**config.mk**
```make
export PLATFORM = sky130hd
export DESIGN_NAME = seven_seg_scan_decoder
export DESIGN_NICKNAME = d
export VERILOG_FILES = /design/src/rtl/seg7_pkg.sv /design/src/rtl/seg7_pattern_decode.sv /design/src/rtl/seven_seg_scan_decoder.sv
export SDC_FILE = /design/constraint.sdc
export NUM_CORES = 1
export LEC_CHECK = 0
export ABC_AREA = 0
export ABC_CLOCK_PERIOD_IN_PS = 2690
export CAP_MARGIN = 5
export CORE_UTILIZATION = 40
export CTS_BUF_LIST = sky130_fd_sc_hd__clkbuf_8
export CTS_CLUSTER_DIAMETER = 150
export DETAILED_ROUTE_END_ITERATION = 6
export RECOVER_POWER = 100
export SETUP_SLACK_MARGIN = 0.02
export SLEW_MARGIN = 10
export SYNTH_ARGS = -nofsm -noshare
export SYNTH_HDL_FRONTEND = slang
export SYNTH_SLANG_ARGS = --single-unit
```
**constraint.sdc**
```tcl
create_clock -name clk -period 2.69 [get_ports clk]
set_input_delay 0.538 -clock clk [delete_from_list [all_inputs] [get_ports clk]]
set_output_delay 0.538 -clock clk [all_outputs]
set_load 0.005 [all_outputs]
```
**src/rtl/seg7_pkg.sv**
```systemverilog
// Shared seven-segment definitions: active-low a..g patterns (a = MSB) for the
// hex digits, the blank pattern and the hex digit type.
package seg7_pkg;

  typedef logic [3:0] hex_t;

  localparam logic [6:0] SEG_BLANK = 7'b1111111;

  localparam logic [6:0] SEG_HEX [16] = '{
    7'b0000001, 7'b1001111, 7'b0010010, 7'b0000110,
    7'b1001100, 7'b0100100, 7'b0100000, 7'b0001111,
    7'b0000000, 7'b0000100, 7'b0001000, 7'b1100000,
    7'b0110001, 7'b1000010, 7'b0110000, 7'b0111000
  };

endpackage

```
**src/rtl/seg7_pattern_decode.sv**
```systemverilog
// Combinational reverse lookup of an active-low a..g pattern to its hex value.
module seg7_pattern_decode
  import seg7_pkg::*;
(
  input  logic [6:0] i_pattern,
  output logic       o_valid,
  output hex_t       o_hex
);

  always_comb begin
    o_valid = 1'b0;
    o_hex   = '0;
    for (int i = 0; i < 16; i++) begin
      if (i_pattern == SEG_HEX[i]) begin
        o_valid = 1'b1;
        o_hex   = hex_t'(i);
      end
    end
  end

endmodule

```
**src/rtl/seven_seg_scan_decoder.sv**
```systemverilog
// Rebuilds the four hex digits shown by a multiplexed LED driver from its
// anode/segment lines, with dwell filtering, frame assembly and error flags.
module seven_seg_scan_decoder
  import seg7_pkg::*;
#(
  parameter int MIN_DWELL = 4,
  parameter int TIMEOUT   = 1000000
) (
  input  logic        clk,
  input  logic        reset,
  input  logic        an3,
  input  logic        an2,
  input  logic        an1,
  input  logic        an0,
  input  logic        a,
  input  logic        b,
  input  logic        c,
  input  logic        d,
  input  logic        e,
  input  logic        f,
  input  logic        g,
  input  logic        dp,
  input  logic        clr_err,
  output logic [3:0]  digit3,
  output logic [3:0]  digit2,
  output logic [3:0]  digit1,
  output logic [3:0]  digit0,
  output logic [3:0]  dp_out,
  output logic [15:0] frame,
  output logic        frame_valid,
  output logic        overlap_err,
  output logic        code_err,
  output logic        stall
);

  localparam int DW = $clog2(MIN_DWELL + 1);
  localparam int SW = $clog2(TIMEOUT + 1);
  localparam logic [DW-1:0] DWELL_MAX = DW'(MIN_DWELL);
  localparam logic [DW-1:0] DWELL_ARM = DW'(MIN_DWELL - 1);
  localparam logic [SW-1:0] TIMEOUT_C = SW'(TIMEOUT);

  logic [11:0]     w_in;
  logic [11:0]     r_s;
  logic [DW-1:0]   r_dwell;
  logic [SW-1:0]   r_stall_cnt;
  logic [3:0]      r_seen;
  hex_t [3:0]      r_digit;
  hex_t [3:0]      w_digit_next;
  logic [3:0]      w_seen_next;
  logic [3:0]      w_an_low;
  logic            w_single;
  logic [1:0]      w_idx;
  logic            w_multi;
  logic            w_same;
  logic            w_capture;
  logic            w_dec_valid;
  hex_t            w_dec_hex;
  logic            w_ev_good;
  logic            w_ev_code;
  logic            w_ev_overlap;
  logic            w_frame_done;

  assign w_in = {an3, an2, an1, an0, a, b, c, d, e, f, g, dp};

  // r_s holds the latest sample, so the dwell count includes it; capture fires
  // on the edge where the count would reach MIN_DWELL.
  assign w_same    = (w_in == r_s);
  assign w_capture = w_same && (r_dwell == DWELL_ARM);

  always_ff @(posedge clk) begin
    if (reset) begin
      r_s     <= {4'hF, SEG_BLANK, 1'b1};
      r_dwell <= '0;
    end else begin
      r_s <= w_in;
      if (!w_same)
        r_dwell <= DW'(1);
      else if (r_dwell != DWELL_MAX)
        r_dwell <= r_dwell + DW'(1);
    end
  end

  seg7_pattern_decode u_decode (
    .i_pattern (r_s[7:1]),
    .o_valid   (w_dec_valid),
    .o_hex     (w_dec_hex)
  );

  assign w_an_low = ~r_s[11:8];

  always_comb begin
    w_single = 1'b1;
    w_idx    = 2'd0;
    case (w_an_low)
      4'b0001: w_idx = 2'd0;
      4'b0010: w_idx = 2'd1;
      4'b0100: w_idx = 2'd2;
      4'b1000: w_idx = 2'd3;
      default: w_single = 1'b0;
    endcase
  end

  assign w_multi      = (w_an_low != 4'b0000) && !w_single;
  assign w_ev_good    = w_capture && w_single && w_dec_valid;
  assign w_ev_code    = w_capture && w_single && !w_dec_valid;
  assign w_ev_overlap = w_capture && w_multi;

  always_comb begin
    w_digit_next = r_digit;
    w_seen_next  = r_seen;
    if (w_ev_good) begin
      w_digit_next[w_idx] = w_dec_hex;
      w_seen_next[w_idx]  = 1'b1;
    end
  end

  assign w_frame_done = w_ev_good && (w_seen_next == 4'b1111);

  always_ff @(posedge clk) begin
    if (reset) begin
      r_digit     <= '0;
      r_seen      <= '0;
      dp_out      <= '0;
      frame       <= '0;
      frame_valid <= 1'b0;
      overlap_err <= 1'b0;
      code_err    <= 1'b0;
      r_stall_cnt <= '0;
    end else begin
      r_digit     <= w_digit_next;
      r_seen      <= w_frame_done ? 4'b0000 : w_seen_next;
      frame_valid <= w_frame_done;
      if (w_frame_done)
        frame <= w_digit_next;
      if (w_ev_good)
        dp_out[w_idx] <= ~r_s[0];
      // A new event in the clearing cycle keeps the flag set.
      overlap_err <= (overlap_err && !clr_err) || w_ev_overlap;
      code_err    <= (code_err && !clr_err) || w_ev_code;
      if (w_ev_good)
        r_stall_cnt <= '0;
      else if (r_stall_cnt != TIMEOUT_C)
        r_stall_cnt <= r_stall_cnt + SW'(1);
    end
  end

  assign stall  = (r_stall_cnt >= TIMEOUT_C);
  assign digit3 = r_digit[3];
  assign digit2 = r_digit[2];
  assign digit1 = r_digit[1];
  assign digit0 = r_digit[0];

endmodule

```
# Word level (Yosys, flattened, before mapping)
# Index checks and enable logic that the tools add are counted.
[totals] reg_bits=78 wordCells=112 input_bits=15
[op_classes] n_eq_ne=25 reduce_logical=21 n_lt_le_gt_ge=3 add_sub_neg=2 n_bitwise=4 n_mux=43
[ops] op="2-to-1 mux 4 bit" n=10
[ops] op="equality test 7 x 6 -> 1 bit (second input constant)" n=5
[ops] op="equality test 7 bit (second input constant)" n=4
[ops] op="2-to-1 mux 1 bit" n=21
[ops] op="adder 20 x 1 -> 20 bit (second input constant)" n=1
[ops] op="greater-or-equal comparator 20 bit (second input constant)" n=1
[ops] op="inequality test 20 bit (second input constant)" n=1
[ops] op="bitwise mux 16 bit" n=1
[ops] op="2-to-1 mux 16 bit" n=1
[ops] op="equality test 7 x 3 -> 1 bit (second input constant)" n=2
[ops] op="equality test 7 x 4 -> 1 bit (second input constant)" n=2
[ops] op="equality test 12 bit" n=1
[ops] op="2-to-1 mux 3 bit" n=4
[ops] op="logical AND 1 bit" n=10
[ops] op="demux 4 bit (select 2 bit)" n=1
[ops] op="equality test 4 bit (second input constant)" n=2
[ops] op="equality test 7 x 1 -> 1 bit (second input constant)" n=1
[ops] op="equality test 7 x 5 -> 1 bit (second input constant)" n=1
[ops] op="logical NOT 7 bit" n=1
[ops] op="case mux 2 bit (3 select lines)" n=1
[ops] op="OR reduction 2 bit" n=3
[ops] op="bitwise mux 4 bit" n=1
[ops] op="equality test 4 x 1 -> 1 bit (second input constant)" n=1
[ops] op="equality test 4 x 2 -> 1 bit (second input constant)" n=1
[ops] op="other kinds (16)" n=21

# Logic depth before layout (Yosys ltp)
[depth] word_depth=22 ltp_mapped=9 ltp_nobuf=8

# Modules after synthesis
# From an unflattened synthesis, not the netlist that was laid out.
[unflattened] hier_cells=403 area_unflattened_um2=3763.6
[by_module_without_submodules] mod="seven_seg_scan_decoder" cells_per_inst=353 instances=1 seq_area_each_um2=1561.5 area_each_um2=3430.8
[by_module_without_submodules] mod="seg7_pattern_decode" cells_per_inst=50 instances=1 seq_area_each_um2=0.0 area_each_um2=332.8

# Worst setup path after synthesis
# No wires, ideal clock.
[synth_path] path_kind="input to register" startpoint="input port dp" endpoint="register frame[0]" path_slack_ns=0.658 t_arrival_ns=1.937 cell_stages=6 cell_sequence="xnor2_1 nand4_1 nor4_4 o2111ai_4 buf_6 o41ai_2"
[synth_between] elab_chain_cells=7
[synth_rtl] element="from (decl)" line_no="seven_seg_scan_decoder.sv:22" text="input logic dp,"
[synth_rtl] element="equality test 12 bit (*)" line_no="seven_seg_scan_decoder.sv:67" text="assign w_same = (w_in == r_s);"
[synth_rtl] element="logical AND 1 bit (*)" line_no="seven_seg_scan_decoder.sv:68" text="assign w_capture = w_same && (r_dwell == DWELL_ARM);"
[synth_rtl] element="logical AND 1 bit (*) (2 in series)" line_no="seven_seg_scan_decoder.sv:104" text="assign w_ev_good = w_capture && w_single && w_dec_valid;"
[synth_rtl] element="2-to-1 mux 4 bit" line_no="seven_seg_scan_decoder.sv:111" text="if (w_ev_good) begin"
[synth_rtl] element="equality test 4 bit" line_no="seven_seg_scan_decoder.sv:117" text="assign w_frame_done = w_ev_good && (w_seen_next == 4'b1111);"
[synth_rtl] element="logical AND 1 bit" line_no="seven_seg_scan_decoder.sv:117"
[synth_rtl] element="to (signal assigned)" line_no="seven_seg_scan_decoder.sv:134" text="frame <= w_digit_next;"
[synth_rtl] element="to (decl)" line_no="seven_seg_scan_decoder.sv:29" text="output logic [15:0] frame,"
# Every way passes the cells marked *; elsewhere a longest branch is shown, timed or not.
# A chain may end at the register's enable or synchronous reset.

# Worst setup path in the final report
[layout_path] startpoint="register r_s[6]" endpoint="register frame[0]"
[layout_between] elab_chain_cells=21
[layout_rtl] element="from (decl)" line_no="seven_seg_scan_decoder.sv:43" text="logic [11:0] r_s;"
[layout_rtl] element="from (signal assigned)" line_no="seven_seg_scan_decoder.sv:72" text="r_s <= {4'hF, SEG_BLANK, 1'b1};"
[layout_rtl] element="from (signal assigned)" line_no="seven_seg_scan_decoder.sv:75" text="r_s <= w_in;"
[layout_rtl] element="equality test 7 x 1 -> 1 bit" line_no="seg7_pattern_decode.sv:14" text="if (i_pattern == SEG_HEX[i]) begin"
[layout_rtl] element="2-to-1 mux 1 bit (16 in series)" line_no="seg7_pattern_decode.sv:14"
[layout_rtl] element="logical AND 1 bit" line_no="seven_seg_scan_decoder.sv:104"
[layout_rtl] element="2-to-1 mux 4 bit" line_no="seven_seg_scan_decoder.sv:111"
[layout_rtl] element="equality test 4 bit" line_no="seven_seg_scan_decoder.sv:117"
[layout_rtl] element="logical AND 1 bit" line_no="seven_seg_scan_decoder.sv:117"
# Several ways; a longest one is shown, not always the timed one.

==> impl_metrics.py <==
metrics = {
    "run_status": {
        "outcome": "finished clean",
    },
    "yosys": {
        "syn_nets": 456,
        "netlist_instances": 436,
        "synth-edff-count": 0,
        "synth_top_area_cell": "dfxtp_1",
        "synthArstFlopShare_pct": 0,
        "synth.avg_cell_area_um2": 9.249,
        "syn-cell-area_um2": 4033,
        "synthDistinctLibCells": 61,
        "yosysMostFrequentCell": "dfxtp_1",
        "yosys_warnings": 0,
        "synth_common_cells": "dfxtp_1, nor2_1, mux2i_1, nand2_1, nand2b_1",
        "synth_top_area_share_pct": 38.72,
        "ys_seq_elements": 78,
        "seq_area_frac_synth_pct": 38.72,
        "synthFlopType": "dfxtp_1",
        "synth_area_leaders": "dfxtp_1, mux2i_1, nor2_1",
    },
    "clocking": {
        "clk_pin_slew_ns": 0.08,
        "cts.path.max_buffers": 2,
        "root_buffer": "clkbuf_8",
        "cts_tree": "done",
        "h-tree-depth": 3,
        "cts_sinks": 78,
        "clock_latency_ns": 0.35,
        "cts_made_buffers": 9,
    },
    "grt": {
        "top_usage_layer": "met2",
        "met1_usage_pct": 24.96,
        "antenna_found_initial": 0,
        "met3_usage_pct": 4.993,
        "grtUsageMet2_pct": 31.91,
        "grt_start_max_net_pins": 35,
        "grt_usage_pct": 19.31,
        "grt_pass1_vias": 3217,
        "grt_pass1_wl_um": 15640,
        "grt.overflow.total": 0,
    },
    "power": {
        "powerDensity_nw_per_um2": 470.8,
        "total_power_w": 0.002298,
        "vdd_drop_max_mv": 0.2703,
        "power_leakage_nw": 1.938,
    },
    "worst_hold_path": {
        "holdCritPathClass": "reg2reg",
        "min_path_cells": 2,
    },
    "floorplan": {
        "rows": 36,
        "dieArea_um2": 10490,
        "core_um2": 9774,
        "fp.dieW_um": 102.4,
        "io_pins": 55,
        "dieHeight_um": 102.4,
        "initial_core_util_pct": 41.26,
    },
    "placement": {
        "dpl.hpwl_um": 6644,
        "io_buffers": 54,
        "gp_congestion": 0.7873,
        "place_inst": 618,
        "placed_cell_area_um2": 4750,
        "pre_cts_ws_ns": -0.05442,
    },
    "finish": {
        "final_area_um2": 4881,
        "seq_area_um2": 1563,
        "drive_gt1_share_pct": 12.00,
        "fillers": 956,
        "area_growth_pct": 21.04,
        "fin_nets": 516,
        "multiInputGateArea_um2": 2228,
        "final_cells": 633,
        "final_util_pct": 49.94,
        "num_antenna_cells": 0,
    },
    "worst_setup_path": {
        "required_ns": 2.92,
        "worstRegToRegCells": 6,
        "cp-start-kind": "flip-flop",
        "crit_fanout": 17,
        "arrival_ns": 2.70,
        "critical_path_class": "reg2reg",
        "crit_path_end_kind": "flip-flop",
    },
    "route": {
        "drt_wl_total_um": 9205,
        "ant_nets": 0,
        "drtPass1Iterations": 4,
        "vias_per_cell": 5.011,
        "drc": 0,
        "wire_per_inst_um": 14.54,
        "detailroute.via_count": 3172,
        "drtIter0Drc": 157,
    },
    "timing": {
        "hold_viol_final": 0,
        "slew_headroom_pct": 16.89,
        "rsz0062_at_grt": "no",
        "period_share_pct": 91.93,
        "slew_violations": 0,
        "worst_slack_ns": 0.2172,
        "finalCriticalPeriod_ns": 2.473,
        "fmax_ghz": 0.4044,
        "finalSetupViolCount": 0,
        "tightest_slew_ns": 1.247,
        "skew_ns": 0.01425,
    },
    "flow_run": {
        "maxCapViolCount": 0,
    },
}
[layout by cell type (no fill, tap or decap), types with 2 or more instances in the layout]
cell / instances
a211o_1: 6
a211oi_1: 3
a21boi_0: 3
a21oi_1: 9
a31oi_1: 2
and3_1: 5
buf_4: 12
clkbuf_1: 7
clkbuf_8: 11
clkdlybuf4s50_1: 13
dfxtp_1: 77
dlygate4sd3_1: 40
ha_1: 5
inv_1: 12
mux2_2: 4
mux2i_1: 29
nand2_1: 27
nand2b_1: 26
nand3_1: 13
nand3b_1: 5
nand4_1: 11
nand4b_1: 3
nor2_1: 56
nor2b_1: 3
nor3_1: 8
nor3b_1: 3
nor4_1: 5
nor4b_1: 3
nor4bb_1: 2
o21a_1: 4
o21ai_0: 7
o41ai_1: 3
or2_2: 14
or4b_1: 3
xnor2_1: 16
xnor2_2: 4
xor2_1: 14
[metal layers]
layer / vias up / wire (µm)
met5: - / 0
met4: 0 / 117
met3: 9 / 260
met2: 50 / 4245
met1: 1481 / 4582
li1: 1632 / -
[worst paths after layout]
check	slack [ns]	endpoint	start
worst max-delay path	0.22	frame[0]	r_s[6]
worst min-delay path	0.46	frame[9]	frame[9]
worst max register to register	0.22	frame[0]	r_s[6]
worst min register to register	0.46	frame[9]	frame[9]
[sequential cells by signal, summed over array words and instances, names as in the netlist]
signal and flops:
frame_valid 1, code_err 1, digit3 4, digit0 4, digit1 4, dp_out 4, r_dwell 3, r_s 12
r_stall_cnt 20, digit2 4, overlap_err 1, r_seen 4, frame 16
[cell families after synthesis]
family,Yosys count,synth area share (%)
buffers and inverters,37,5.088
xor gates and xnor gates,34,8.315
and+or+nand+nor,198,27.37
DFF,78,38.72
AOI/OAI and AO/OA,51,10.64
muxes,33,8.315
adders and majority gates,5,1.551
[through the flow]
step / TNS (ns) / hold WS [ns]
after floorplan: 0 / 0.4246
after global placement: 0 / 0.4483
after detailed placement: -0.06256 / 0.4521
after CTS: 0 / 0.4683
after global routing: 0 / 0.4697
final: 0 / 0.4595
[report_power, final]
group          leakage, nW  internal (W)  switching (W)
logic                 1.20     0.0000872      0.0000852
clock network        0.102      0.000480       0.000440
registers            0.632       0.00117      0.0000379
[worst max-delay path, stage by stage (launching register included)]
cell and delay (ns):
dfxtp_1 0.64, nor4bb_1 0.37, o21ai_0 0.16, nand2_1 0.26, o2111ai_4 0.28, buf_4 0.26
o41ai_1 0.39
[area by class of cell]
class                      instances  area share [%]
tap                              133           3.409
sequential                        78           32.02
inverter                          12          0.9228
clock buffer                      11           3.102
clock inverter                     4           1.128
multi-input combinational        321           45.66
timing repair buffer              74           13.77
[timing repair]
| action | 4_1_cts | 5_1_grt |
|---|---|---|
| gates resized for setup | 0 | 1 |
| endpoints found under the setup margin | 0 | 4 |
| buffers inserted | 0 | 0 |
| hold buffers | 0 | 0 |
Power figures use the tool's default switching activity.
